$ cat src/rtl/fifo_pkg.sv
// Shared defaults and data types for the sync_fifo block.
package fifo_pkg;

  localparam int FIFO_WIDTH = 8;
  localparam int FIFO_DEPTH = 16;
  localparam int FIFO_PTR_W = $clog2(FIFO_DEPTH);

  typedef logic [FIFO_WIDTH-1:0] data_t;
  // Pointer carries one extra wrap bit above the address bits.
  typedef logic [FIFO_PTR_W:0]   ptr_t;

endpackage : fifo_pkg

$ cat src/rtl/fifo_intf.sv
// Handshake/data bundle between a FIFO producer/consumer and sync_fifo.
interface fifo_intf #(
  parameter int WIDTH = fifo_pkg::FIFO_WIDTH
) (
  input logic clk_i,
  input logic rst_i
);

  logic             wr_en_i;
  logic             rd_en_i;
  logic [WIDTH-1:0] wdata_i;
  logic [WIDTH-1:0] rdata_o;
  logic             empty_o;
  logic             full_o;
  logic             error_o;

  // Environment side: drives requests, observes status.
  modport master (
    input  clk_i, rst_i,
    output wr_en_i, rd_en_i, wdata_i,
    input  rdata_o, empty_o, full_o, error_o
  );

  // FIFO side.
  modport slave (
    input  wr_en_i, rd_en_i, wdata_i,
    output rdata_o, empty_o, full_o, error_o
  );

endinterface : fifo_intf

$ cat src/rtl/fifo_mem.sv
// Simple dual-port register array: synchronous write, registered read.
// Storage words are never reset; only the read register clears.
module fifo_mem #(
  parameter  int WIDTH = 8,
  parameter  int DEPTH = 16,
  localparam int AW    = $clog2(DEPTH)
) (
  input  logic             clk_i,
  input  logic             rst_i,
  input  logic             we_i,
  input  logic [AW-1:0]    waddr_i,
  input  logic [WIDTH-1:0] wdata_i,
  input  logic             re_i,
  input  logic [AW-1:0]    raddr_i,
  output logic [WIDTH-1:0] rdata_o
);

  logic [WIDTH-1:0] mem_q [DEPTH];
  logic [WIDTH-1:0] rdata_q;
  logic [WIDTH-1:0] rdata_d;

  // Storage write port; a same-edge read of the same word sees the old value.
  always_ff @(posedge clk_i) begin
    if (we_i) begin
      mem_q[waddr_i] <= wdata_i;
    end
  end

  // Read register holds its value unless a read is accepted.
  always_comb begin
    rdata_d = rdata_q;
    if (re_i) begin
      rdata_d = mem_q[raddr_i];
    end
  end

  // Read data register with synchronous active-low clear.
  always_ff @(posedge clk_i) begin
    if (!rst_i) begin
      rdata_q <= '0;
    end else begin
      rdata_q <= rdata_d;
    end
  end

  assign rdata_o = rdata_q;

endmodule : fifo_mem

$ cat src/rtl/sync_fifo.sv
// Single-clock synchronous FIFO with empty/full status and illegal-access flag.
// Build option: define SYNC_FIFO_STICKY_ERROR_EN to make error_o sticky until
// reset instead of a one-cycle pulse.
module sync_fifo
  import fifo_pkg::*;
#(
  parameter  int WIDTH = FIFO_WIDTH,
  parameter  int DEPTH = FIFO_DEPTH,
  localparam int PTR_W = $clog2(DEPTH)
) (
  input logic      clk_i,
  input logic      rst_i,
  fifo_intf.slave  bus
);

  localparam logic [PTR_W:0] PTR_ONE = {{PTR_W{1'b0}}, 1'b1};

  logic [PTR_W:0] wr_ptr_q, wr_ptr_d;
  logic [PTR_W:0] rd_ptr_q, rd_ptr_d;
  logic           error_q,  error_d;

  logic empty;
  logic full;
  logic wr_acc;
  logic rd_acc;
  logic illegal;

  // Status decodes straight from the registered pointers.
  assign empty = (wr_ptr_q == rd_ptr_q);
  assign full  = (wr_ptr_q[PTR_W] != rd_ptr_q[PTR_W]) &&
                 (wr_ptr_q[PTR_W-1:0] == rd_ptr_q[PTR_W-1:0]);

  // A write into a full FIFO is allowed when a read frees the slot the same
  // cycle; a read of an empty FIFO is never bypassed from the write data.
  assign wr_acc  = bus.wr_en_i && (!full || bus.rd_en_i);
  assign rd_acc  = bus.rd_en_i && !empty;
  assign illegal = (bus.wr_en_i && full && !bus.rd_en_i) ||
                   (bus.rd_en_i && empty);

  // Next-state for pointers and the error flag.
  always_comb begin
    wr_ptr_d = wr_ptr_q;
    rd_ptr_d = rd_ptr_q;
    if (wr_acc) begin
      wr_ptr_d = wr_ptr_q + PTR_ONE;
    end
    if (rd_acc) begin
      rd_ptr_d = rd_ptr_q + PTR_ONE;
    end
`ifdef SYNC_FIFO_STICKY_ERROR_EN
    error_d = error_q || illegal;
`else
    error_d = illegal;
`endif
  end

  // Control registers with synchronous active-low reset.
  always_ff @(posedge clk_i) begin
    if (!rst_i) begin
      wr_ptr_q <= '0;
      rd_ptr_q <= '0;
      error_q  <= 1'b0;
    end else begin
      wr_ptr_q <= wr_ptr_d;
      rd_ptr_q <= rd_ptr_d;
      error_q  <= error_d;
    end
  end

  fifo_mem #(
    .WIDTH (WIDTH),
    .DEPTH (DEPTH)
  ) u_mem (
    .clk_i   (clk_i),
    .rst_i   (rst_i),
    .we_i    (wr_acc),
    .waddr_i (wr_ptr_q[PTR_W-1:0]),
    .wdata_i (bus.wdata_i),
    .re_i    (rd_acc),
    .raddr_i (rd_ptr_q[PTR_W-1:0]),
    .rdata_o (bus.rdata_o)
  );

  assign bus.empty_o = empty;
  assign bus.full_o  = full;
  assign bus.error_o = error_q;

endmodule : sync_fifo

$ cat src/flat_wrapper.sv
// flat-port wrapper written by rule: the top's interface ports become plain ports
module sync_fifo_flat import fifo_pkg::*;
#(
  parameter  int WIDTH = FIFO_WIDTH,
  parameter  int DEPTH = FIFO_DEPTH,
  localparam int PTR_W = $clog2(DEPTH)
)
  (clk_i, rst_i, bus_wr_en_i, bus_rd_en_i, bus_wdata_i, bus_rdata_o, bus_empty_o, bus_full_o, bus_error_o);
  fifo_intf #(.WIDTH(WIDTH)) bus_i (.clk_i(clk_i), .rst_i(rst_i));
  input logic clk_i;
  input logic rst_i;
  input wire logic [$bits(bus_i.wr_en_i)-1:0] bus_wr_en_i;
  input wire logic [$bits(bus_i.rd_en_i)-1:0] bus_rd_en_i;
  input wire logic [$bits(bus_i.wdata_i)-1:0] bus_wdata_i;
  output wire logic [$bits(bus_i.rdata_o)-1:0] bus_rdata_o;
  output wire logic [$bits(bus_i.empty_o)-1:0] bus_empty_o;
  output wire logic [$bits(bus_i.full_o)-1:0] bus_full_o;
  output wire logic [$bits(bus_i.error_o)-1:0] bus_error_o;
  assign bus_i.wr_en_i = bus_wr_en_i;
  assign bus_i.rd_en_i = bus_rd_en_i;
  assign bus_i.wdata_i = bus_wdata_i;
  assign bus_rdata_o = bus_i.rdata_o;
  assign bus_empty_o = bus_i.empty_o;
  assign bus_full_o = bus_i.full_o;
  assign bus_error_o = bus_i.error_o;
  sync_fifo #(.WIDTH(WIDTH), .DEPTH(DEPTH)) u_core (.clk_i(clk_i), .rst_i(rst_i), .bus(bus_i));
endmodule
$ cat config.mk
export PLATFORM = sky130hd
export DESIGN_NAME = sync_fifo_flat
export DESIGN_NICKNAME = d
export VERILOG_FILES = /design/src/rtl/fifo_pkg.sv /design/src/rtl/fifo_intf.sv /design/src/rtl/fifo_mem.sv /design/src/rtl/sync_fifo.sv /design/src/flat_wrapper.sv
export SDC_FILE = /design/constraint.sdc
export NUM_CORES = 1
export LEC_CHECK = 0
export ABC_AREA = 1
export CORE_UTILIZATION = 50
export CTS_BUF_LIST = sky130_fd_sc_hd__clkbuf_8
export DETAILED_ROUTE_END_ITERATION = 6
export PLACE_DENSITY = 0.64
export SETUP_SLACK_MARGIN = 0.4
export SLEW_MARGIN = 20
export SYNTH_ARGS = -nofsm -noshare
export SYNTH_HDL_FRONTEND = slang
export SYNTH_SLANG_ARGS = --single-unit
$ cat constraint.sdc
create_clock -name clk_i -period 5.3 [get_ports clk_i]
set_input_delay 0.795 -clock clk_i [delete_from_list [all_inputs] [get_ports clk_i]]
set_output_delay 0.795 -clock clk_i [all_outputs]
set_load 0.01 [all_outputs]
==> results.yml <==
global_route:
  grt_overflow_total: 0
  grt_usage: 0.243
  grt_pass1_wl_mm: 22.1
  grt_pass1_vias: 4094
  grt_antenna_before_repair: 0
  grt_start_max_net_pins: 66
logic_synthesis:
  synth_top_area_cell: "edfxtp_1"
  syn-num-nets: 589
  synth_area_mm2: 0.00618
  synth_top_cell_area_share: 0.622
  synth_cell_type_count: 25
  yosys-top-cells-area: "edfxtp_1 62%, nor2_1 7.7%, dfxtp_1 6.2%, nand2_1 5.2%, o21ai_0 3.3%"
  synth_cells: 572
  ys_ff_latch: 147
  yosys_warnings: 0
  avgSynthCellArea_um2: 10.8
  synth-seq-area-share: 0.683
placed_design:
  gp_congestion: 0.906
  numPortBuffers: 22
  dp_slack_ns: 2.11
  dp_hpwl_mm: 9.02
setup_path:
  critPathCapture: "bus_full_o"
  startpoint: "u_core.rd_ptr_q[1]"
  worstSetupEndpointType: "primary output"
  rr_startpoint: "u_core.rd_ptr_q[1]"
  slowest_delay_ns: 0.56
  r2r_slack_ns: 2.37
  worst-path-max-fanout: 53
  r2r_cells: 8
  cpMostUsedCell: "nand2_1"
  crit_required_ns: 4.51
  startpoint_type: "register"
  path_class: "reg -> out"
  r2r-end: "u_core.u_mem.mem_q[12][2]"
  path_cells: "buf_4 > inv_2 > nand2_1 > nand2_1 > nor2_4 > nand2_1 > nor2_1 > clkdlybuf4s50_1"
  cpMaxStageDelayCell: "clkdlybuf4s50_1"
  critPathArrivalTime_ns: 2.62
timing:
  tns_ns: 0
  rsz0062_at_grt: "false"
  fin_hold_ws_ns: 0.512
  slew_violations: 0
  skew_ns: 0.00902
  finalSetupViolCount: 0
  fin_crit_ns: 3.41
  fmax_mhz: 293
  fin_crit_sh: 0.644
  tightest_slew_ns: 1.03
  setup_slack_ns: 1.89
  timing.slew.headroom: 0.309
  hold_violations: 0
floorplanning:
  die_x_um: 113
  io_pins: 23
  die_h_um: 113
  core_region_area_mm2: 0.0120
  die_area_mm2: 0.0128
  initial_core_util: 0.515
  rows: 40
power:
  p_per_area_mw_per_mm2: 369
  power_w: 0.00254
  ir_drop_mv: 0.177
  leakage_nw: 2.45
clocking:
  post_cts_resized: 0
  path_clk_slew_ns: 0.08
  postCtsSetupRepairBufs: 0
  cts-root-buf: "clkbuf_8"
  numCtsBuffers: 17
  cts_max_level: 4
  cts_tree: "built"
  cts.sinks: 147
  clock_latency_ns: 0.45
  cts_hold_buf: 0
  clockBufferDepth: 2
drt:
  met2WireLength_mm: 6.49
  wl_met1_mm: 6.24
  route.met3.wl_mm: 1.12
  ant_nets: 0
  drt-initial-drc-count: 457
  first_pass_iters: 4
  routedWlPerCell_um: 19.2
  viasPerCell: 5.63
  highest_layer: "met4"
  postRouteWirelength_mm: 14.3
  drc: 0
  vias: 4204
outcome:
  status: "finished, final reports clean"
finish:
  areaGrowthSynthToFinish_pct: 11.1
  n_fill_cell: 1002
  finalNetCount: 604
  antenna_cells: 0
  final_layout_size_suffix_gt1_frac: 0.0733
min_path:
  hp-start: "u_core.rd_ptr_q[3]"
  hp-class: "reg -> reg"
flow_run:
  cap_violations: 0
==> worst min path at each step <==
stage	endpoint	depth (start not counted)
after floorplan	u_core.rd_ptr_q[3]	2
after global routing	u_core.rd_ptr_q[4]	2
final	u_core.rd_ptr_q[3]	2
after CTS	u_core.rd_ptr_q[3]	2
after global placement	u_core.rd_ptr_q[3]	2
after detailed placement	u_core.rd_ptr_q[3]	2
==> area by class of cell <==
type                            instances  area [µm²]  share of cell area
Clock inverter                         15         165              0.0241
Tap cell                              147         184              0.0268
Multi-Input combinational cell        362        1690               0.246
Timing Repair Buffer                   25         243              0.0354
Sequential cell                       147        4230               0.616
Clock buffer                           17         234              0.0341
Inverter                               34         128              0.0186
==> report_power, final <==
part | internal [W] | total, W | switching, W
Sequential | 0.00128 | 0.00130 | 0.0000206
Clock | 0.000462 | 0.000881 | 0.000419
Combinational | 0.000113 | 0.000353 | 0.000239
Total | 0.00186 | 0.00254 | 0.000679
==> layer usage <==
layer / vias up / GRT usage
met2: 196 / 0.364
met5: - / 0
met3: 38 / 0.0611
met4: 0 / 0.131
met1: 1990 / 0.329
li1: 1980 / -
==> synth_stat cells <==
master    count
buf_1         1
ha_1          5
xor2_1        4
o21ai_0      41
edfxtp_1    128
clkbuf_1     16
nand4_4       1
nand2_1      86
nor2_2        1
nor2_1      127
nor3_1       16
xnor2_1       3
nand3_1      16
clkinv_1      2
o21ai_1      25
buf_6         4
a21oi_1      17
buf_2         8
dfxtp_1      19
nand3_2       1
inv_1        26
nand2_2       2
nor2_4        1
o211ai_1     16
inv_2         6
==> stage by stage <==
step | util | instance area [µm²] | instances
finish | 0.571 | 6860 | 747
global route | 0.571 | 6860 | 747
CTS | 0.571 | 6860 | 747
detailed placement | 0.538 | 6460 | 715
global placement | 0.538 | 6460 | 715
floorplan | - | 6180 | 572
==> critical path, delay by kind of cell (launching register included) <==
family / cells / cell delay [ns]
buffers and inverters: 3 / 1.26
DFF: 1 / 0.32
and+or+nand+nor: 5 / 0.58
==> sequential cells by signal, indices dropped and copies added (netlist names) <==
name / flops
u_core.bus.error_o: 1
u_core.rd_ptr_q: 5
u_core.u_mem.mem_q: 128
u_core.u_mem.rdata_o: 8
u_core.wr_ptr_q: 5
==> cell families (layout without fill, tap and decap cells) <==
family	Yosys count	in the layout	share of synthesized area
AO/OA/AOI/OAI	99	99	0.0866
XOR/XNOR	7	7	0.00992
adder cells (fa/ha/maj)	5	5	0.0101
buffers and inverters	63	91	0.0447
flip-flops	147	147	0.683
AND/OR/NAND/NOR	251	251	0.165
==> cell usage in the layout (no fill, tap or decap) <==
cell / Yosys / layout
clkbuf_8: 0 / 17
nor2_4: 1 / 1
bufinv_16: 0 / 3
nand3_2: 1 / 1
a21oi_1: 17 / 17
clkinv_2: 0 / 2
inv_8: 0 / 1
nand2_1: 86 / 86
clkinv_1: 2 / 5
buf_4: 0 / 3
inv_2: 6 / 6
nand4_4: 1 / 1
nand3_1: 16 / 16
xor2_1: 4 / 4
ha_1: 5 / 5
nor3_1: 16 / 15
o21ai_0: 41 / 41
o21ai_1: 25 / 25
dfxtp_1: 19 / 18
dfxtp_2: 0 / 1
clkinv_4: 0 / 2
clkdlybuf4s50_1: 0 / 22
o211ai_1: 16 / 16
nor2_2: 1 / 1
nor2_1: 127 / 127
edfxtp_1: 128 / 128
nor3_2: 0 / 1
nand2_2: 2 / 2
inv_1: 26 / 28
inv_6: 0 / 2
xnor2_1: 3 / 3
(Power assumes the default switching activity.)
